File: src/rtl/mdu_seq.sv
// rtl/mdu_seq.sv - multi-cycle unsigned MULTU/DIVU sequencer that borrows the shared ALU add/sub path
module mdu_seq #(
  parameter int ITER = 32
) (
  input  logic        clk,
  input  logic        rst,
  input  logic        start,
  input  logic        op,
  input  logic [31:0] src_a,
  input  logic [31:0] src_b,
  output logic        busy,
  output logic        done,
  output logic [31:0] hi,
  output logic [31:0] lo,
  output logic [31:0] alu_a,
  output logic [31:0] alu_b,
  output logic [2:0]  alu_f,
  input  logic [31:0] alu_y,
  input  logic        alu_c
);

  localparam int CW = $clog2(ITER);
  localparam logic [2:0] F_AND = 3'b000;
  localparam logic [2:0] F_ADD = 3'b010;
  localparam logic [2:0] F_SUB = 3'b110;

  typedef enum logic [1:0] {
    IDLE = 2'd0,
    RUN  = 2'd1,
    DONE = 2'd2
  } state_t;

  state_t          state, state_n;
  logic [31:0]     h_q, l_q, m_q;
  logic            op_q;
  logic [CW-1:0]   cnt;
  logic [31:0]     s_rem;
  logic            take;

  // Remainder shifted left by one with the next dividend bit; H[31] is the bit that falls off.
  assign s_rem = {h_q[30:0], l_q[31]};
  assign take  = h_q[31] | alu_c;

  assign busy = (state != IDLE);
  assign done = (state == DONE);
  assign hi   = h_q;
  assign lo   = l_q;

  always_comb begin
    state_n = state;
    alu_a   = 32'd0;
    alu_b   = 32'd0;
    alu_f   = F_AND;
    case (state)
      IDLE: begin
        if (start) state_n = RUN;
      end
      RUN: begin
        if (op_q) begin
          alu_a = s_rem;
          alu_b = m_q;
          alu_f = F_SUB;
        end else begin
          alu_a = h_q;
          alu_b = l_q[0] ? m_q : 32'd0;
          alu_f = F_ADD;
        end
        if (cnt == CW'(ITER - 1)) state_n = DONE;
      end
      DONE: begin
        state_n = IDLE;
      end
      default: begin
        state_n = IDLE;
      end
    endcase
  end

  always_ff @(posedge clk) begin
    if (rst) begin
      state <= IDLE;
      h_q   <= 32'd0;
      l_q   <= 32'd0;
      m_q   <= 32'd0;
      op_q  <= 1'b0;
      cnt   <= '0;
    end else begin
      state <= state_n;
      case (state)
        IDLE: begin
          if (start) begin
            h_q  <= 32'd0;
            l_q  <= src_a;
            m_q  <= src_b;
            op_q <= op;
            cnt  <= '0;
          end
        end
        RUN: begin
          cnt <= cnt + CW'(1);
          if (op_q) begin
            h_q <= take ? alu_y : s_rem;
            l_q <= {l_q[30:0], take};
          end else begin
            // 65-bit {carry, sum, L} shifted right by one
            h_q <= {alu_c, alu_y[31:1]};
            l_q <= {alu_y[0], l_q[31:1]};
          end
        end
        default: ;
      endcase
    end
  end

endmodule

File: config.mk
export PLATFORM = sky130hd
export DESIGN_NAME = mdu_seq
export DESIGN_NICKNAME = d
export VERILOG_FILES = /design/src/rtl/mdu_seq.sv
export SDC_FILE = /design/constraint.sdc
export NUM_CORES = 1
export LEC_CHECK = 0
export CORE_MARGIN = 4
export CORE_UTILIZATION = 47
export DETAILED_ROUTE_END_ITERATION = 6
export PLACE_DENSITY_LB_ADDON = 0.12
export SLEW_MARGIN = 25
export SYNTH_ARGS = -nofsm -noshare
export SYNTH_HDL_FRONTEND = slang
export SYNTH_SLANG_ARGS = --single-unit
File: constraint.sdc
create_clock -name clk -period 2.78 [get_ports clk]
set_input_delay 0.417 -clock clk [delete_from_list [all_inputs] [get_ports clk]]
set_output_delay 0.417 -clock clk [all_outputs]
set_load 0.02 [all_outputs]
==> key figures <==
Layout
  • # diodes: 0
  • Filler instances: around 960
  • # nets final: between 900 and 1000
  • Area Growth Syn to Fin: 46.1%
  • Layout cells sized above 1: slightly above 5%

Critical path
  • Worst Path Arrival: 2.21 ns
  • Crit path required time: roughly 2.4 ns
  • Worst setup SP type: flop
  • Slowest-stage cell, CP: clkdlybuf4s50_1
  • Critical Path End Type: output pin
  • Max Fanout on Critical Path: 22
  • WS Path Type: flop to output pin
  • Crit-path cells: nand2b_2 > buf_4 > inv_2 > and2_1 > clkdlybuf4s50_1
  • CP peak stage delay: 0.55 ns

Logic synthesis
  • Mean post-synth cell area: 8.28 um^2
  • Mapped Cells: between 600 and 700
  • Synth top area cells: dfxtp_1 36%, nand3b_1 8.1%, a32o_1 5.6%
  • Post-Syn Area: about 5700 um^2
  • YS warnings: 0
  • Largest area contributor in the netlist: dfxtp_1
  • Synth cell types: 41
  • Synth Register Bits: around 100
  • Top cell type's share of synthesized area: between 30% and 40%
  • Register area share after synthesis: ~36%
  • Syn nets: a little under 800

STA
  • Fin crit period: roughly 2.6 ns
  • Tightest Pin Transition: ~0.86 ns
  • Rel. slew slack: around 42%
  • RSZ-0062 raised after global routing: no
  • Worst Skew: 0.00702 ns
  • Max Fclk: approximately 380 MHz
  • Min Hold Slack: around 0.45 ns
  • Final Hold Viols: 0
  • Max-slew violations: 0
  • Crit share post-route: about 94%
  • Setup violators final: 0
  • TNS Setup: 0 ns

Drt
  • Initial DRC Count: between 500 and 600
  • DRC Markers: 0
  • WL per Instance: between 15 and 20 um
  • Final wirelength: 17.4 mm
  • Antenna Violating Nets Remaining: 0
  • Vias after detailed routing: ~5800
  • DR pass1 iterations: 5
  • Drt via density: roughly 5.6

Clocking
  • Post-CTS Resized: 0
  • CTS Buffer Depth: 2
  • Hold-fix buffers at CTS: 0
  • Clock Latency Late Sink: 0.34 ns
  • Root Driver: clkbuf_16
  • CTS Sinks: ~100
  • CTS tree: done
  • Post-CTS setup buffer count: 0
  • Total CTS buffers: 9
  • H-tree depth: 3
  • Reg clk slew, reported paths: approximately 0.070 ns

Power
  • Combinational power share: between 20% and 30%
  • Power Dens Cells: 475 nW/um^2
  • Worst vdd ir: between 0.0002 and 0.0003 V
  • Power consumption: 3.97 mW
  • Leak: approximately 2.9 nW
  • NetSw: 1.13 mW
  • Net Sw Frac: between 20% and 30%
  • Sequential Power Share: a little over two fifths
  • Cell Int Power: ~2.8 mW
  • Clock share of power: between 30% and 40%

Place
  • Routability cong.: 0.790
  • Detailed Place HPWL: 12.1 mm
  • Buffers added on ports: ~230

Floorplan
  • Initial core utilization: a little under half
  • Core ar.: between 10000 and 15000 um^2
  • # IOs: roughly 230
  • FP Rows: 40
  • Die span in x: 118 um
  • DIE AREA: around 14000 um^2
  • DIE HEIGHT: 118 um

Flow run
  • Max Cap Viol: 0

Status
  • Run status: finished clean

Global route
  • GRT overflow: 0
  • Initial antenna violation count: 0
  • First-pass GRT wire length: approximately 29 mm
  • Gr usage total: about a quarter
  • Vias in the first global route: between 5000 and 6000
  • Largest net degree at the start of global routing: 64

Min path
  • Worst Hold Class: flop to flop
## flip-flops by register name (all words and copies together) (netlist names)
name / cells
m_q: 32
lo: 32
cnt: 5
state: 2
op_q: 1
hi: 32
## cell usage in the layout, fill, tap and decap left out, drive strengths merged, types with 31 or more instances in the layout
master,synthesis,final
nor2,69,69
nor3,31,31
and2,34,34
a32o,32,32
dfxtp,104,104
clkdlybuf4s50,0,231
mux2i,32,32
a21oi,35,35
nand2,68,68
o21a,31,31
nand3b,62,62
## power by group through the flow
stage | clock [mW] | combinational, mW | sequential [mW]
after floorplan | 0 | 0.453 | 1.78
final | 1.34 | 0.933 | 1.69
after global routing | 1.42 | 1.01 | 1.71
after CTS | 1.36 | 0.938 | 1.69
after global placement | 0 | 0.913 | 1.72
after detailed placement | 0 | 0.932 | 1.73
## logic make-up after synthesis
kind of cell             synth area share (%)
buffers and inverters                    6.88
XOR/XNOR                                0.153
adder cells (fa/ha/maj)                 0.438
AO/OA/AOI/OAI                            18.4
multiplexers                             5.61
flip-flops                               36.5
other                                  0.0657
AND/OR/NAND/NOR                          32.0
## worst paths after layout
check / startpoint / endpoint / slack, ns / cells past startpoint
setup / recovery: state[1]$_SDFFE_PP0P_ / alu_f[2] / 0.16 / 5
hold / removal: m_q[18]$_SDFFE_PP0P_ / m_q[18]$_SDFFE_PP0P_ / 0.45 / 2
hold reg to reg: m_q[18]$_SDFFE_PP0P_ / m_q[18]$_SDFFE_PP0P_ / 0.45 / 2
setup reg to reg: state[1]$_SDFFE_PP0P_ / lo[17]$_SDFFE_PP0P_ / 0.87 / 6
## layer usage
layer	up-vias	GRT usage, %	share of wire [%]
met5	-	0	0
met1	2733	31.9	44
met2	217	40.1	48
met3	19	5.89	6.7
li1	2841	-	-
met4	0	6.15	1.2
## stage by stage
step / instance area (um^2) / setup WS [ns] / std cells / util (%)
2_1_floorplan: 5710 / 1.06 / 690 / -
3_3_place_gp: 8030 / 0.525 / 1015 / 67.1
3_5_place_dp: 8030 / 0.513 / 1015 / 67.1
4_1_cts: 8340 / 0.138 / 1031 / 69.8
5_1_grt: 8340 / 0.0384 / 1031 / 69.8
6_report: 8340 / 0.157 / 1031 / 69.8
## synth_stat cells
master       n
or2_2        2
o21ai_0      1
nand4b_1     1
dfxtp_1    104
o2111ai_1    1
or3b_1       1
o311ai_0     1
mux2i_1     32
nand3b_1    62
ha_1         2
xnor2_1      1
nand2b_1     4
a32o_1      32
nand2_1     68
a211o_1      1
nor3_1      31
inv_1        1
and2_1      34
clkbuf_1    25
a21oi_1     35
o211a_1      2
o21a_1      31
inv_2        1
nand3_1      2
o21ba_1      1
and2b_1      1
nor2_4       1
nor4_1      30
a311oi_1     1
and3_1       1
a211oi_1    30
nor3b_1      1
a22o_1       3
buf_1        1
conb_1       1
buf_4       13
buf_6        4
nor2b_1     29
nor3b_4      1
buf_2       29
nor2_1      68
## critical path, delay by kind of cell (launching register included)
kind                   cells  cell delay (ns)
AND/OR/NAND/NOR            2             0.41
flip-flops                 1             0.47
buffers and inverters      3             0.98
## final cells by class
type	instances	area, um^2	area share, %
timing repair buffer	250	2500	30.0
tap	147	184	2.20
inverter	2	7.51	0.0900
multi-input combinational	512	3250	38.9
clock buffer	12	267	3.19
sequential	104	2090	25.0
clock inverter	4	51.3	0.615
Note: power is estimated with default switching activity, not from simulation.
